## src/rtl/alu_multicycle.sv

```systemverilog
// Execute-stage ALU: single-cycle add/sub/and/or/slt plus an iterative
// shift-add multiplier. Results are registered and announced by a one-cycle
// valid_o pulse; busy_o stalls the pipeline while a multiply runs.
module alu_multicycle #(
  parameter int WIDTH = 32
) (
  input  logic             clk_i,
  input  logic             rst_i,
  input  logic             start_i,
  input  logic [2:0]       ALUCtrl_i,
  input  logic [WIDTH-1:0] data1_i,
  input  logic [WIDTH-1:0] data2_i,
  output logic [WIDTH-1:0] data_o,
  output logic             zero_o,
  output logic             valid_o,
  output logic             busy_o,
  output logic             illegal_o
);

  localparam logic [2:0] OP_ADD = 3'b010;
  localparam logic [2:0] OP_SUB = 3'b110;
  localparam logic [2:0] OP_AND = 3'b000;
  localparam logic [2:0] OP_OR  = 3'b001;
  localparam logic [2:0] OP_SLT = 3'b111;
  localparam logic [2:0] OP_MUL = 3'b100;

  // Counter must hold WIDTH-1; one spare bit keeps it safe for any WIDTH.
  localparam int              CNT_W = $clog2(WIDTH) + 1;
  localparam logic [CNT_W-1:0] LAST = CNT_W'(WIDTH - 1);

  typedef enum logic {
    IDLE = 1'b0,
    MUL  = 1'b1
  } state_t;

  state_t             state_q, state_d;
  logic [CNT_W-1:0]   cnt_q, cnt_d;
  logic [WIDTH-1:0]   mcand_q, mcand_d;
  logic [WIDTH-1:0]   mplier_q, mplier_d;
  logic [WIDTH-1:0]   acc_q, acc_d;
  logic [WIDTH-1:0]   data_q, data_d;
  logic               zero_q, zero_d;
  logic               valid_q, valid_d;
  logic               illegal_q, illegal_d;

  logic [WIDTH-1:0]   single_res;
  logic [WIDTH-1:0]   acc_sum;

  // Result of the one-cycle ops; slt compares operands as two's complement.
  function automatic logic [WIDTH-1:0] alu_single(input logic [2:0] op,
                                                  input logic [WIDTH-1:0] a,
                                                  input logic [WIDTH-1:0] b);
    logic signed [WIDTH-1:0] a_s;
    logic signed [WIDTH-1:0] b_s;
    a_s = $signed(a);
    b_s = $signed(b);
    case (op)
      OP_ADD:  alu_single = a + b;
      OP_SUB:  alu_single = a - b;
      OP_AND:  alu_single = a & b;
      OP_OR:   alu_single = a | b;
      OP_SLT:  alu_single = {{(WIDTH-1){1'b0}}, (a_s < b_s)};
      default: alu_single = '0;
    endcase
  endfunction

  function automatic logic is_single(input logic [2:0] op);
    is_single = (op == OP_ADD) || (op == OP_SUB) || (op == OP_AND) ||
                (op == OP_OR)  || (op == OP_SLT);
  endfunction

  assign single_res = alu_single(ALUCtrl_i, data1_i, data2_i);
  // Partial product for this iteration; on the last step it is the final product.
  assign acc_sum    = acc_q + (mplier_q[0] ? mcand_q : '0);

  // Next-state and result selection for the IDLE/MUL controller.
  always_comb begin
    state_d   = state_q;
    cnt_d     = cnt_q;
    mcand_d   = mcand_q;
    mplier_d  = mplier_q;
    acc_d     = acc_q;
    data_d    = data_q;
    zero_d    = zero_q;
    valid_d   = 1'b0;
    illegal_d = illegal_q;
    case (state_q)
      IDLE: begin
        if (start_i) begin
          if (ALUCtrl_i == OP_MUL) begin
            mcand_d  = data1_i;
            mplier_d = data2_i;
            acc_d    = '0;
            cnt_d    = '0;
            state_d  = MUL;
          end else if (is_single(ALUCtrl_i)) begin
            data_d    = single_res;
            zero_d    = (single_res == '0);
            valid_d   = 1'b1;
            illegal_d = 1'b0;
          end else begin
            data_d    = '0;
            zero_d    = 1'b1;
            valid_d   = 1'b1;
            illegal_d = 1'b1;
          end
        end
      end
      MUL: begin
        acc_d    = acc_sum;
        mcand_d  = mcand_q << 1;
        mplier_d = mplier_q >> 1;
        cnt_d    = cnt_q + CNT_W'(1);
        // Fixed WIDTH iterations, no early exit on a zero multiplier.
        if (cnt_q == LAST) begin
          data_d    = acc_sum;
          zero_d    = (acc_sum == '0);
          valid_d   = 1'b1;
          illegal_d = 1'b0;
          state_d   = IDLE;
        end
      end
      default: state_d = IDLE;
    endcase
  end

  // Control and visible result registers; reset aborts any multiply in flight.
  always_ff @(posedge clk_i) begin
    if (rst_i) begin
      state_q   <= IDLE;
      cnt_q     <= '0;
      data_q    <= '0;
      zero_q    <= 1'b1;
      valid_q   <= 1'b0;
      illegal_q <= 1'b0;
    end else begin
      state_q   <= state_d;
      cnt_q     <= cnt_d;
      data_q    <= data_d;
      zero_q    <= zero_d;
      valid_q   <= valid_d;
      illegal_q <= illegal_d;
    end
  end

  // Multiplier datapath; contents are don't-care outside MUL, so no reset.
  always_ff @(posedge clk_i) begin
    mcand_q  <= mcand_d;
    mplier_q <= mplier_d;
    acc_q    <= acc_d;
  end

  assign data_o    = data_q;
  assign zero_o    = zero_q;
  assign valid_o   = valid_q;
  assign busy_o    = (state_q == MUL);
  assign illegal_o = illegal_q;

endmodule

```

## config.mk

```make
export PLATFORM = sky130hd
export DESIGN_NAME = alu_multicycle
export DESIGN_NICKNAME = d
export VERILOG_FILES = /design/src/rtl/alu_multicycle.sv
export SDC_FILE = /design/constraint.sdc
export NUM_CORES = 1
export LEC_CHECK = 0
export ABC_CLOCK_PERIOD_IN_PS = 3900
export BUFFER_PORTS_ARGS = -buffer_cell sky130_fd_sc_hd__buf_2
export CORE_UTILIZATION = 55
export DETAILED_ROUTE_END_ITERATION = 12
export PLACE_DENSITY = 0.77
export SLEW_MARGIN = 20
export SYNTH_ARGS = -nofsm -noshare
export SYNTH_HDL_FRONTEND = slang
export SYNTH_SLANG_ARGS = --single-unit
```

## constraint.sdc

```tcl
create_clock -name clk_i -period 3.9 [get_ports clk_i]
set_input_delay 0.39 -clock clk_i [delete_from_list [all_inputs] [get_ports clk_i]]
set_output_delay 0.39 -clock clk_i [all_outputs]
set_load 0.03 [all_outputs]
```

==> results of run 1 <==
-- how the worst max path moves through the flow --
stage	cells after the start	start	endpoint	slack (ns)
3_3_place_gp	15	data1_i[6]	data_o[29]	-0.12
2_1_floorplan	15	mplier_q[0]	zero_o	0.21
3_5_place_dp	15	mcand_q[0]	zero_o	-0.11
6_report	15	mplier_q[0]	zero_o	0.03
5_1_grt	14	mplier_q[0]	zero_o	-0.09
4_1_cts	15	mcand_q[0]	zero_o	0.01
-- flip-flops by register name (all words and copies together) (netlist names) --
signal	flops
illegal_o	1
cnt_q	6
zero_o	1
busy_o	1
data_o	32
valid_o	1
acc_q	32
mcand_q	32
mplier_q	32
-- critical path, cell delays in order (launching register included) --
cell and delay [ns]:
edfxtp_1 0.36, and2_1 0.13, ha_1 0.16, inv_1 0.07
fa_2 0.37, buf_4 0.14, xnor2_1 0.12, or4_4 0.53
nor3_4 0.21, o2111ai_1 0.14, or4_4 0.45, nor4_4 0.19
nand4_1 0.16, or4_4 0.55, o21ai_2 0.13, a31o_1 0.10
-- synth_stat cells (16+ instances only) --
library cell    n  share of area (%)
o211ai_1       22                1.3
dfxtp_1        42                6.4
a21o_1         25                1.4
and2_1         65                3.1
inv_1         109                3.1
o31ai_1        16               0.92
edfxtp_1       96                 22
xnor2_1        34                2.3
nor3_1         56                2.1
nor4_1         19               0.91
a31oi_1        18               0.86
nand2_1       143                4.1
a21oi_1       116                4.4
ha_1          143                 14
nor2_1        134                3.8
clkbuf_1       84                2.4
nor2b_1        22                1.1
a211oi_1       41                2.4
nand3_1        27                1.0
o21ai_0       142                5.4
-- power by group through the flow --
stage	Clock (mW)	Combinational [mW]	Sequential, mW
after detailed placement	0	1.56	1.71
after global placement	0	1.55	1.71
after floorplan	0	0.888	1.77
after CTS	1.59	1.58	1.68
final	1.59	1.63	1.68
after global routing	1.65	1.76	1.68
-- cells by family (layout without fill, tap and decap cells) --
group | count (synthesis) | in the layout | share of synthesized area (%)
simple gates | 562 | 562 | 21.6
compound gates | 520 | 520 | 25.9
buf+inv | 207 | 419 | 6.08
fa+ha+maj | 146 | 146 | 14.1
flops | 138 | 138 | 28.5
xor+xnor | 43 | 43 | 2.88
mux | 12 | 12 | 0.937
other cells | 0 | 1 | 0
-- routing by layer --
metal  vias to the layer above  routed length (um)  track usage, %
met5                         -                   0               0
met4                         0                 984            10.6
met3                        82                4370            6.95
met2                       683               20200            58.2
met1                      6337               20000            52.8
li1                       6339                   -               -
-- layout make-up --
| cell class | count | area [um2] |
|---|---|---|
| Inverter | 111 | 419 |
| Tap cell | 319 | 399 |
| Clock inverter | 15 | 128 |
| Fill cell | 2077 | 7760 |
| Clock buffer | 17 | 425 |
| Timing Repair Buffer | 276 | 1840 |
| Multi-Input combinational cell | 1283 | 8700 |
| Antenna cell | 1 | 2.50 |
| Sequential cell | 138 | 3730 |
-- what timing repair did --
item	CTS	global route
pin swaps	3	3
resized for setup	13	13
setup endpoints to repair	1	2
==> run metrics, run 1 <==
syn_nets 1,844; cell count after synthesis 1,628; sw frac 36.5%; Synth warnings 0; HP Start data2_i[31]; DR iter-0 viols 1,419; via count 13,400; CTS H-tree depth 4; First-pass DRT Iterations 5; Pint 3.11 mW; NetSw 1.79 mW; Final Cycle Share 99.2%; Syn Area/Cell 8.04 um2; Die ar. 24,400 um2; maximum vdd drop 0.200 mV; residual DRC count 0; gr ovfl total 0; number of global-route vias before repair 12,500; Root Buffer clkbuf_16; Slew Limit Fails 0; Yosys reg bits 138; total I/O pin count 106; port bufs 105; Final Cell Area 15,600 um2; most common cell after layout, fill and taps aside buf_4; unrepaired setup endpoints after global routing true; Reg-to-Reg End zero_o; post-route setup slack 0.0321 ns; largest net degree at the start of global routing 98; DP Worst Slack -0.108 ns; worst-skew pair later-pin latency 0.44 ns; Global Route Usage Sum 37.4%; Clock transition at path regs 0.06 ns; final hold vios 0; clock share of power 32.4%; Antenna Violating Nets Remaining 0; Hold WC Path Type primary input to flip-flop; Max Fanout on Critical Path 2; cell area after synthesis 13,100 um2; max_cap viols 0; clk buf depth 2; RePlAce Congestion 1.00; Hold Crit Depth 3; placed insts 2,127; combinational power share 33.4%; Hold Crit Endpoint mplier_q[31]; hold buffers post-CTS 0; Vias/cell 6.22; required time worst endpoint 4.28 ns; cts bufs inserted 17; # Post-CTS Setup Buffers 0; starting density of the core 55.9%; arrival time of the worst setup path 4.24 ns; Final Setup Violations 0; placed cell area 15,000 um2; Post-synth EDFFs 96; startpoint type of the worst setup path flip-flop; Chip Height 156 um; FF-to-FF path depth 15; Seq/Total Area, Yosys 28.5%; sequential cell fraction of total power 34.3%; die width 156 um; most frequent cells in the layout buf_4 (168), nand2_1 (143), o21ai_0 (142), ha_1 (142), nor2_1 (134); share of cells above drive strength 1 19.3%; async set-reset flop share out of synthesis 0%; DR WL/cell 21.1 um; FMAX 259 MHz; final std cells w/o fill 2,160; TritonCTS clock tree done; worst r2r src mplier_q[0]; min Tclk post-route 3.87 ns; critical path type flip-flop to flip-flop; Cell Pwr Density 313 nW/um2; total power 4.90 mW; initial antenna violation count 1; layout net count 2,043; final WL 45,500 um; worst reg2reg setup slack 0.03 ns; area grow syn2layout 19.6%; first-pass GRT wire length 69,500 um; leakage power 6.71 nW; critical path endpoint category flip-flop; clk_skew 0.0153 ns; worst hold margin 0.338 ns; outcome finished, final reports clean; synth unique cells 89; worst slew pin tran 0.938 ns; Max-slew headroom 36.9%; Core Area 23,400 um2; detailed placement HPWL 35,800 um; CTS Sinks 138; cell row count 56; post-route core utilization 66.8%; Setup TNS 0 ns; Main synth FF type edfxtp_1
Note: power is estimated with default switching activity, not from simulation.
==> inputs of run 2 (changes only) <==
--- a/config.mk
+++ b/config.mk
@@ -7,6 +7,7 @@
 export LEC_CHECK = 0
 export ABC_CLOCK_PERIOD_IN_PS = 3900
 export BUFFER_PORTS_ARGS = -buffer_cell sky130_fd_sc_hd__buf_2
+export CORE_MARGIN = 4
 export CORE_UTILIZATION = 55
 export DETAILED_ROUTE_END_ITERATION = 12
 export PLACE_DENSITY = 0.77
==> run 2 against run 1 <==
Sequential cell count unchanged; worst hold slack better by 0.013 ns; register-to-register slack worse by 0.03 ns; critical path depth unchanged; cell area up 0.74%; non-clock buffer count up 9; first-iteration DRC count up 0.28%; combinational power about the same; core utilization up 0.49 points; cell count up 0.37%; power up 1.8%; global-route usage down 3.3 points; largest power group unchanged.
==> run metrics, run 2 (synthesized netlist as in run 1, its figures left out) <==
arrival time of the worst setup path 4.28 ns (+0.04 ns); DR iter-0 viols 1,423 (+0.28%); Vias/cell 6.24 (+0.22%); Pint 3.15 mW (+1.2%); worst-skew pair later-pin latency 0.44 ns (about the same); total I/O pin count 106 (unchanged); Ant. Diodes 0 (-1); TritonCTS clock tree done; Slew Limit Fails 0 (unchanged); initial antenna violation count 1 (unchanged); share of cells above drive strength 1 19.7% (+0.45 points); min Tclk post-route 3.90 ns (+0.0316 ns); first-pass GRT wire length 70,500 um (+1.4%); clock share of power 33.4% (+1.0 points); Chip Height 162 um (+3.8%); outcome finished, final reports clean; First-pass DRT Iterations 7 (+2); crit path cell chain and2_1, ha_2, inv_1, fa_2, buf_4, xnor2_1, or4_4, nor3_4, o2111ai_1, or4_1, nor4_2, nand4_1, or4_4, o21ai_2, a31o_1; Root Buffer clkbuf_16; CP max stage cell or4_4; gr ovfl total 0 (unchanged); FF-to-FF path depth 15 (unchanged); detailed placement HPWL 36,100 um (+0.86%); clk_skew 0.0149 ns (-0.000431 ns); Die ar. 26,300 um2 (+7.8%); maximum vdd drop 0.278 mV (+39%); CTS H-tree depth 4 (unchanged); Final Setup Violations 0 (unchanged); Levels on crit path 15 (unchanged); unrepaired setup endpoints after global routing true; FMAX 256 MHz (-0.81%); Worst path max stage delay 0.55 ns (about the same); critical path endpoint category flip-flop; Global Route Usage Sum 34.1% (-3.3 points); sw frac 36.9% (+0.36 points); clk buf depth 2 (unchanged); startpoint type of the worst setup path flip-flop; Setup TNS 0 ns (unchanged); Hold WC Path Type primary input to flip-flop; Max Fanout on Critical Path 2 (unchanged); die width 162 um (+3.8%); critical path type flip-flop to flip-flop; Clock transition at path regs 0.07 ns (about the same); placed cell area 15,000 um2 (+0.22%); post-route core utilization 67.3% (+0.49 points); worst hold margin 0.351 ns (+0.0131 ns); number of global-route vias before repair 12,600 (+1.1%); final hold vios 0 (unchanged); combinational power share 33.0% (-0.4 points); DR WL/cell 21.2 um (+0.53%); Hold Crit Depth 3 (unchanged); Final Cell Area 15,800 um2 (+0.74%); Final Cycle Share 100% (+0.81 points); starting density of the core 55.9% (unchanged); CTS Sinks 138 (unchanged); most common cell after layout, fill and taps aside buf_4; Core Area 23,400 um2 (unchanged); residual DRC count 0 (unchanged); worst slew pin tran 0.827 ns (-0.111 ns); largest net degree at the start of global routing 97 (-1.0%); layout net count 2,052 (+0.44%); Max-slew headroom 44.4% (+7.5 points); sequential cell fraction of total power 33.6% (-0.7 points); max_cap viols 0 (unchanged); RePlAce Congestion 1.00 (+0.13%); via count 13,500 (+0.60%); Cell Pwr Density 316 nW/um2 (+1.1%); Crit path max-delay family simple AND/OR/NAND/NOR gates; most frequent cells in the layout buf_4 (178), nand2_1 (143), o21ai_0 (141), ha_1 (141), nor2_1 (134); area grow syn2layout 20.4%; crit path buf inv count 2 (unchanged); NetSw 1.84 mW (+2.8%); cts bufs inserted 17 (unchanged); leakage power 6.77 nW (+0.83%); final WL 46,000 um (+0.90%); fillers 2,002 (-3.6%); cell row count 56 (unchanged); port bufs 105 (unchanged); most frequent CP cell or4_4; required time worst endpoint 4.28 ns (about the same); Antenna Violating Nets Remaining 0 (unchanged)
[run 2: final timing paths]
path,from,endpoint,slack [ns]
max,mplier_q[0],zero_o,0.0005
min,data2_i[31],mplier_q[31],0.35
max reg2reg,mplier_q[0],zero_o,0.0005
min reg2reg,data_o[13],data_o[13],0.49
[run 2: metal layers]
| metal | vias up | part of all wire (%) | GRT usage (%) |
|---|---|---|---|
| met2 | 656 | 44 | 52.8 |
| met3 | 105 | 9.5 | 5.73 |
| met5 | - | 0 | 0 |
| met1 | 6385 | 44 | 49.4 |
| li1 | 6375 | - | - |
| met4 | 0 | 2.8 | 9.61 |
[run 2: layout make-up]
class	count	area, um2	area share (%)
multi-input cells	1283	8730	55.4
repair buffers	285	1890	12.0
inverters	111	419	2.66
well taps	319	399	2.53
flip-flops and latches	138	3730	23.7
clock buffers	17	425	2.70
clock inverters	15	169	1.07
[run 2: through the flow]
stage          cells  setup slack (ns)  power (mW)
6_report        2168          0.000471        4.99
2_1_floorplan   1628             0.213        2.65
3_3_place_gp    2133           -0.0409        3.27
3_5_place_dp    2133            -0.145        3.29
4_1_cts         2165            0.0102        4.95
5_1_grt         2168            -0.205        5.20
[run 2: repair_timing]
item,4_1_cts,5_1_grt
pin swaps,0,8
buffers inserted,0,3
endpoints found under the setup margin,1,1
hold buffers,0,0
resized for setup,7,23
[run 2: tightest hold or removal path, stage by stage]
cell and delay [ns]:
buf_2 0.12, inv_1 0.08, nor2_1 0.08
[run 2: power by group through the flow]
stage / logic, mW / clock network [mW] / registers, mW
global route: 1.77 / 1.74 / 1.68
detailed placement: 1.58 / 0 / 1.71
global placement: 1.56 / 0 / 1.71
finish: 1.65 / 1.66 / 1.68
CTS: 1.59 / 1.68 / 1.68
floorplan: 0.888 / 0 / 1.77
